--- src/rtl/qpsk_demod_rx.sv ---
// Hard-decision QPSK demodulator: integrate-and-dump over SPS samples per rail,
// sign slice, and a one-deep output register with valid/ready on both sides.
module qpsk_demod_rx #(
   parameter int SPS = 4,
   parameter int DW  = 12
) (
   input  logic            clk,
   input  logic            rst,
   input  logic            in_valid,
   input  logic [2*DW-1:0] in_data,
   output logic            in_ready,
   input  logic            sym_align,
   output logic            out_valid,
   output logic [1:0]      out_data,
   input  logic            out_ready
);

   localparam int LG = $clog2(SPS);
   localparam int AW = DW + LG;
   localparam int CW = (LG > 0) ? LG : 1;
   localparam logic [CW-1:0] CNT_LAST = CW'(SPS - 1);

   function automatic logic signed [AW-1:0] sext(input logic signed [DW-1:0] s);
      return AW'(s);
   endfunction

   // Zero decides 1, so only the sign bit matters.
   function automatic logic slice(input logic signed [AW-1:0] s);
      return ~s[AW-1];
   endfunction

   logic signed [DW-1:0] samp_i_p0, samp_q_p0;
   logic signed [AW-1:0] base_i_p0, base_q_p0, sum_i_p0, sum_q_p0;
   logic signed [AW-1:0] acc_i, acc_q;
   logic [CW-1:0]        cnt, cnt_eff_p0;
   logic                 accept_p0, first_p0, last_p0, decide_p0;
   logic                 vld_p1;
   logic [1:0]           sym_p1;

   // Stage p0: sample accept, integrate, decide
   assign samp_i_p0  = in_data[2*DW-1:DW];
   assign samp_q_p0  = in_data[DW-1:0];
   assign in_ready   = !(vld_p1 && !out_ready);
   assign accept_p0  = in_valid && in_ready;
   // Re-alignment takes effect on the same cycle as a coincident sample.
   assign cnt_eff_p0 = sym_align ? '0 : cnt;
   assign first_p0   = (cnt_eff_p0 == '0);
   assign last_p0    = (cnt_eff_p0 == CNT_LAST);
   assign base_i_p0  = first_p0 ? '0 : acc_i;
   assign base_q_p0  = first_p0 ? '0 : acc_q;
   assign sum_i_p0   = base_i_p0 + sext(samp_i_p0);
   assign sum_q_p0   = base_q_p0 + sext(samp_q_p0);
   assign decide_p0  = accept_p0 && last_p0;

   always_ff @(posedge clk or posedge rst) begin
      if (rst) begin
         cnt   <= '0;
         acc_i <= '0;
         acc_q <= '0;
      end else if (accept_p0) begin
         acc_i <= sum_i_p0;
         acc_q <= sum_q_p0;
         cnt   <= last_p0 ? '0 : cnt_eff_p0 + CW'(1);
      end else if (sym_align) begin
         cnt   <= '0;
         acc_i <= '0;
         acc_q <= '0;
      end
   end

   // Stage p1: decided symbol register
   always_ff @(posedge clk or posedge rst) begin
      if (rst) begin
         vld_p1 <= 1'b0;
         sym_p1 <= 2'b00;
      end else if (decide_p0) begin
         vld_p1 <= 1'b1;
         sym_p1 <= {slice(sum_i_p0), slice(sum_q_p0)};
      end else if (out_ready) begin
         vld_p1 <= 1'b0;
      end
   end

   assign out_valid = vld_p1;
   assign out_data  = sym_p1;

endmodule

--- config.mk ---
export PLATFORM = sky130hd
export DESIGN_NAME = qpsk_demod_rx
export DESIGN_NICKNAME = d
export VERILOG_FILES = /design/src/rtl/qpsk_demod_rx.sv
export SDC_FILE = /design/constraint.sdc
export NUM_CORES = 1
export LEC_CHECK = 0
export CORE_UTILIZATION = 50
export DETAILED_ROUTE_END_ITERATION = 16
export PLACE_DENSITY = 0.77
export SLEW_MARGIN = 5
export SYNTH_ARGS = -nofsm -noshare
export SYNTH_HDL_FRONTEND = slang
export SYNTH_SLANG_ARGS = --single-unit
export TNS_END_PERCENT = 1
--- constraint.sdc ---
create_clock -name clk -period 3.6 [get_ports clk]
set_input_delay 0.72 -clock clk [delete_from_list [all_inputs] [get_ports clk]]
set_output_delay 0.72 -clock clk [all_outputs]
set_load 0.03 [all_outputs]
# == Word-level counts from Yosys, hierarchy flattened ==
# Cells that the tools add are included.
# classes
addsub,3
n_eq_ne,1
n_bitwise,2
n_reduce_logical,8
muxes,10
# op_table
op,count
$mux 14,5
$add 14x12->14,2
$mux 2,3
$reduce_bool 2->1,2
$logic_and 1x1->1,3
$add 2x1->2 const B,1
$eq 2x2->1 const B,1
$logic_not 1->1,2
$logic_not 2->1,1
$mux 1,2
$not 1->1,2
# totals
reg_bits,33
inputBits,29

# == Depth between registers and ports, before layout ==
# Gate-level depths: netlist of run 1.
# logic_depth
ltp_word,6
ltp_mapped,15

# == Least setup slack after synthesis of run 1 ==
# OpenSTA, ideal clock, no wires.
# synth_timing
kind,input -> register
from,input sym_align
to,register acc_q[12]
path_stages,15
setup_ns,0.133
n_path_buf,2
t_arrival_ns,3.204
slack_ns,0.263
cell_sequence,inv_1 clkbuf_1 nand2_1 ha_1 clkbuf_1 nor2b_1 ha_1 inv_1 fa_1 nor2b_1 o31a_1 nor4_1 o31ai_1 xnor2_1 o21ai_0
# synth_between
elab_chain_cells,5
elab_cells_between_ends,6
# synth_rtl
element,line,source
from (decl),12,"input logic sym_align,"
$mux 2,--,
$logic_not 2->1,47,assign first_p0 = (cnt_eff_p0 == '0);
$mux 14,50,assign base_q_p0 = first_p0 ? '0 : acc_q;
$add 14x12->14,52,assign sum_q_p0 = base_q_p0 + sext(samp_q_p0);
$mux 14,60,end else if (accept_p0) begin
to (signal assigned),62,acc_q <= sum_q_p0;
to (decl),34,"logic signed [AW-1:0] acc_i, acc_q;"
# Several ways; a longest one is shown, not always the timed one.
# A chain may end at the register's enable or synchronous reset.

# == Worst setup path in the final report of run 1 ==
# layout_timing
from,input sym_align
to,register acc_i[10]
# layout_between
elab_chain_cells,5
elab_cells_between_ends,6
# layout_rtl
element,line,source
$mux 2,--,
$logic_not 2->1,47,
$mux 14,49,assign base_i_p0 = first_p0 ? '0 : acc_i;
$add 14x12->14,51,assign sum_i_p0 = base_i_p0 + sext(samp_i_p0);
$mux 14,60,
to (signal assigned),61,acc_i <= sum_i_p0;
to (decl),34,
# Several ways; a longest one is shown, not always the timed one.

==> reports/results.txt, run 1 <==
outcome: finished clean
Worst setup SP type: primary input
Syn Inst Count: 318
initial antenna violation count: 0
layout cells sized above 1: 8.59%
antenna violation net count after detailed routing: 0
syn nets: 377
synth top area cells: dfrtp_1 31%, ha_1 13%, nor2b_1 6.3%
WL per Instance: 13.5 um
Vias: 2387
die area: 5700 um^2
most frequent cells in the layout: 33 x o21ai_0, 33 x dfrtp_1, 32 x clkdlybuf4s50_1, 27 x nor2b_1, 26 x ha_1
post_cts resized: 0
post-synth top area cell: dfrtp_1
Layout area overhead: 20.9%
GRT Util Overall: 22.8%
Total Power: 1.31 mW
Synth Register Bits: 33
Post-Syn Area: 2700 um^2
Synth Flop Type: dfrtp_1
Fmax: 303 MHz
final period demand of the worst path: 3300 ps
dpl ws: -52.2 ps
Rel. slew slack: 66.3%
Vias/cell: 5.54
Setup TNS Final: 0 ps
RSZ-0062 raised after global routing: no
Worst Path Max Fanout: 7
CP max stage cell: clkdlybuf4s50_1
# Post-CTS Setup Buffers: 0
final cell count without fillers: 431
row cnt: 26
Port Buffers: 32
HP Class: flip-flop to flip-flop
critical path cell sequence: clkdlybuf4s50_1 -> nor2b_1 -> inv_1 -> ha_2 -> nor2b_1 -> ha_2 -> inv_1 -> fa_1 -> nor2b_1 -> o31a_1 -> o21ai_1 -> o21bai_1 -> mux2i_1 -> o311ai_0
worst skew pair latency: 290 ps
buffers from clock root to sink, at most: 2
DP Cell Count: 423
final estimated routing congestion in global placement: 0.838
Total Wirelength: 5830 um
die height: 75.5 um
Slew Limit Fails: 0
EDFF count, synth: 0
Final HPWL DP: 4190 um
IO Count: 33
CTS Buf Count: 5
Tightest Pin Transition: 500 ps
CTS tree: yes
setup slack after layout: 298 ps
Crit path required time: 3750 ps
Syn Area/Cell: 8.50 um^2
YS warnings: 0
CTS H-Tree Depth: 2
placed inst area: 3180 um^2
post-synthesis sequential area ratio: 30.6%
Arr. time, crit path: 3450 ps
post-layout util: 63.2%
Async SR Flop Fraction: 100%
post-synth cell types: 46
Initial DRC Count: 80
Power Density: 401 nW/um^2
Synth top area share: 30.6%
maximum VDD drop: 0.239 mV
1st-pass router iterations: 4
Final Cell Area: 3270 um^2
slowest stage delay, CP: 420 ps
antenna cells: 0
Setup violations, final: 0
Die X: 75.5 um
Initial Utilization: 52.2%
total gr overflow: 0
Worst setup EP type: flip-flop
root buffer cell: clkbuf_8
clock sinks: 33
# Max-Cap Violations: 0
vias in the first global route: 2251
Final Hold Fails: 0
Core Region: 5170 um^2
Remaining DRCs: 0
Fin Hold WS: 501 ps
Leak: 1.45 nW
CP Class: primary input to flip-flop
Final period util: 91.7%
largest net degree at the start of global routing: 37
CTS clk-pin slew, worst paths: 70 ps
first-pass GRT wire length: 9760 um
# hold bufs at CTS: 0
fin nets: 419
most used cell, CP: nor2b_1
Setup Skew: 3.72 ps
[synth_stat cells (2+ instances only)]
| cell | n |
|---|---|
| dfrtp_1 | 33 |
| o21ai_0 | 33 |
| ha_1 | 28 |
| nor2b_1 | 27 |
| nand3_1 | 24 |
| nand2_1 | 19 |
| inv_1 | 14 |
| a21oi_1 | 13 |
| nor2_1 | 13 |
| xnor2_1 | 12 |
| clkbuf_1 | 10 |
| a21o_1 | 8 |
| xor2_1 | 7 |
| a211oi_1 | 6 |
| a31oi_1 | 6 |
| nand2b_1 | 6 |
| nand4_1 | 6 |
| nor3_1 | 5 |
| o21a_1 | 5 |
| o31ai_1 | 4 |
| a31o_2 | 3 |
| o21ai_1 | 3 |
| o21bai_1 | 3 |
| a32oi_1 | 2 |
| buf_1 | 2 |
| buf_2 | 2 |
| fa_1 | 2 |
| nor3b_1 | 2 |
| o31a_1 | 2 |
| or4_1 | 2 |
[metal layers]
layer | track usage, % | vias to the layer above | part of all wire, %
li1 | - | 1234 | -
met4 | 7.61 | 0 | 0.63
met3 | 3.97 | 4 | 2.6
met2 | 40.7 | 39 | 50
met1 | 27.8 | 1110 | 47
met5 | 0 | - | 0
[registers in the layout (all words and copies together) (netlist names)]
register,flops
acc_q,14
out_data,2
out_valid,1
acc_i,14
cnt,2
[where the power goes]
| group | internal [mW] | switching (mW) |
|---|---|---|
| registers | 0.449 | 0.0352 |
| logic | 0.263 | 0.285 |
| clock network | 0.138 | 0.142 |
[final timing paths]
check / depth (start not counted) / slack (ps) / end / start
worst max-delay path: 14 / 300 / acc_i[10]$_DFFE_PP0P_ / sym_align
worst min-delay path: 2 / 500 / acc_q[12]$_DFFE_PP0P_ / acc_q[12]$_DFFE_PP0P_
worst max register to register: 13 / 820 / acc_i[10]$_DFFE_PP0P_ / cnt[0]$_DFF_PP0_
worst min register to register: 2 / 500 / acc_q[12]$_DFFE_PP0P_ / acc_q[12]$_DFFE_PP0P_
max in group asynchronous: 3 / 2460 / acc_q[10]$_DFFE_PP0P_ / rst
min in group asynchronous: 3 / 820 / acc_i[6]$_DFFE_PP0P_ / rst
[critical path, delay by kind of cell]
family | cells | cell delay, ps
AOI/OAI and AO/OA | 4 | 650
adders and majority gates | 3 | 840
buffers and inverters | 3 | 530
muxes | 1 | 210
and+or+nand+nor | 3 | 470
[logic make-up (layout without fill, tap and decap cells)]
family,after synthesis,in the layout,share of synthesized area (%)
AND/OR/NAND/NOR,110,110,21.5
buffers and inverters,28,71,3.98
flip-flops,33,33,30.6
XOR/XNOR,19,19,6.16
AO/OA/AOI/OAI,96,96,22.5
adder cells (fa/ha/maj),30,30,14.4
multiplexers,2,2,0.787
[cell type report]
cell class	instances	area (um^2)
fillers	461	1900
multi-input cells	257	1770
flip-flops and latches	33	826
repair buffers	49	448
well taps	70	87.6
clock buffers	8	80.1
inverters	14	52.6
Power figures use the tool's default switching activity.
==> run 2: changes to the inputs <==
CAP_MARGIN = 10   (was default)
==> results of run 2 <==
Same layout as run 1: the final DEF is identical, and so are final timing and power.
==> run 3: changes to the inputs <==
GPL_TIMING_DRIVEN = 0   (was default)
==> run 3 against run 2 <==
Against the previous run:
- combinational power grew 0.7%
- clock power about the same
- total power grew 0.45%
- largest cell class unchanged
- via count up 5.6%
- setup slack gained 89 ps
- sequential share of layout area shrank 0.18 points
- fmax rose by 2.8%
- highest routed layer unchanged
- critical path type unchanged
==> reports/results.txt, run 3 (synthesis gave the netlist of run 1 again) <==
clock power share: 21.1%
post-layout util: 63.6%
CP Class: primary input to flip-flop
slowest stage delay, CP: 410 ps
Layout area overhead: 21.8%
maximum VDD drop: 0.257 mV
critical path cell sequence: dlymetal6s2s_1 -> nor2b_2 -> inv_1 -> ha_4 -> buf_4 -> nor2b_1 -> ha_2 -> inv_1 -> fa_1 -> nor2b_2 -> o31a_1 -> nor4_2 -> o31ai_2 -> xnor2_1 -> o21ai_0
Worst setup SP type: primary input
final cell count without fillers: 432
combinational share of power: 41.9%
fin nets: 420
largest net degree at the start of global routing: 19
Initial Utilization: 52.2%
Seq pwr share: 37.0%
first-pass GRT wire length: 10400 um
CTS Buf Count: 5
initial antenna violation count: 0
Final period util: 89.3%
CTS tree: yes
Port Buffers: 32
Initial DRC Count: 132
storage element area: 826 um^2
Die X: 75.5 um
die height: 75.5 um
Filler cells: 461
antenna cells: 0
Total Wirelength: 6360 um
most frequent cells in the layout: 33 x o21ai_0, 33 x dfrtp_1, 31 x clkdlybuf4s50_1, 26 x ha_1, 25 x nor2b_1
CTS clk-pin slew, worst paths: 70 ps
Setup Skew: 4.91 ps
Remaining DRCs: 0
vias in the first global route: 2305
CP max stage cell: fa_1
Final Hold Fails: 0
root buffer cell: clkbuf_8
worst setup path end: acc_q[12]$_DFFE_PP0P_
worst skew pair latency: 300 ps
Final HPWL DP: 4800 um
area occupied by multi-input gates: 1800 um^2
CP top delay family: adder cells
buffers from clock root to sink, at most: 2
die area: 5700 um^2
Tightest Pin Transition: 824 ps
Arr. time, crit path: 3380 ps
Worst R2R End: acc_q[12]$_DFFE_PP0P_
setup slack, reg-to-reg: 640 ps
Worst setup EP type: flip-flop
HP Class: flip-flop to flip-flop
switch share: 36.5%
Crit path required time: 3770 ps
Core Region: 5170 um^2
Internal Power: 837 uW
RSZ-0062 raised after global routing: no
largest registers: acc_i (14), acc_q (14)
GRT Util Overall: 24.6%
Vias/cell: 5.83
NetSw: 481 uW
CP bufs+invs: 4
CTS H-Tree Depth: 2
Worst Reg-to-Reg Cells: 14
final period demand of the worst path: 3210 ps
# Max-Cap Violations: 0
IO Count: 33
layout cells sized above 1: 8.56%
Worst Path Max Fanout: 10
CP Depth: 15
clock sinks: 33
Setup violations, final: 0
worst r2r src: cnt[0]$_DFF_PP0_
Crit. Startpoint: sym_align
Fmax: 311 MHz
Power Density: 400 nW/um^2
WL per Instance: 14.7 um
Slew Limit Fails: 0
total gr overflow: 0
antenna violation net count after detailed routing: 0
Rel. slew slack: 45.0%
final estimated routing congestion in global placement: 0.842
Vias: 2520
1st-pass router iterations: 4
Leak: 1.45 nW
DP Cell Count: 421
row cnt: 26
Setup TNS Final: 0 ps
outcome: finished clean
==> run 3: changes by cell type in the layout (fill, tap and decap cells not counted), sizes merged <==
cell,before,now
clkinv,0,2
dlymetal6s2s,0,1
clkinvlp,0,1
buf,17,10
clkbuf,8,13
clkdlybuf4s50,32,31
==> run 3: final cells by class <==
class | count | share of cell area (%)
buffer | 13 | 1.71
clock buffer | 5 | 2.09
clock inverter | 3 | 0.532
inverter | 14 | 1.67
multi-input combinational | 257 | 54.7
sequential | 33 | 25.1
tap | 70 | 2.66
timing repair buffer | 37 | 11.6
==> run 3: what timing repair did <==
item                                    CTS  global route
hold buffers                              0             0
resized for setup                         7             7
buffers inserted                          0             4
pin swaps                                 1             3
endpoints found under the setup margin   19            11
==> run 3: worst min-delay path by stage <==
stage / startpoint / endpoint / slack (ps) / cells after the start
2_1_floorplan: acc_i[0]$_DFFE_PP0P_ / acc_i[0]$_DFFE_PP0P_ / 460 / 2
5_1_grt: acc_q[0]$_DFFE_PP0P_ / acc_q[0]$_DFFE_PP0P_ / 520 / 2
4_1_cts: acc_q[8]$_DFFE_PP0P_ / acc_q[8]$_DFFE_PP0P_ / 500 / 2
6_report: acc_q[0]$_DFFE_PP0P_ / acc_q[0]$_DFFE_PP0P_ / 500 / 2
3_5_place_dp: acc_q[8]$_DFFE_PP0P_ / acc_q[8]$_DFFE_PP0P_ / 490 / 2
3_3_place_gp: acc_q[0]$_DFFE_PP0P_ / acc_q[0]$_DFFE_PP0P_ / 470 / 2
==> run 3: power groups by stage <==
| stage | Sequential, mW | Combinational (mW) | Clock (mW) |
|---|---|---|---|
| 5_1_grt | 0.494 | 0.615 | 0.301 |
| 3_5_place_dp | 0.493 | 0.533 | 0 |
| 3_3_place_gp | 0.487 | 0.517 | 0 |
| 6_report | 0.487 | 0.552 | 0.278 |
| 4_1_cts | 0.485 | 0.540 | 0.283 |
| 2_1_floorplan | 0.503 | 0.369 | 0 |
==> run 3: worst min-delay path, cell delays in order, from the launching register on <==
cell	delay, ps
dfrtp_1	340
nand3_1	60
nand2_1	70
==> run 3: through the flow <==
stage	power (mW)	cell area (um^2)	hold WS, ps	worst slack (ps)
CTS	1.31	3230	502	37.6
global route	1.41	3290	521	178
detailed placement	1.03	3140	486	-867
floorplan	0.872	2700	458	263
global placement	1.00	3110	473	-849
finish	1.32	3290	501	387
==> run 3: routing by layer <==
layer / wire length, um / track usage, %
met5: 0 / 0
met4: 89 / 9.05
met3: 212 / 5.29
met2: 3090 / 41.4
met1: 2970 / 31.4
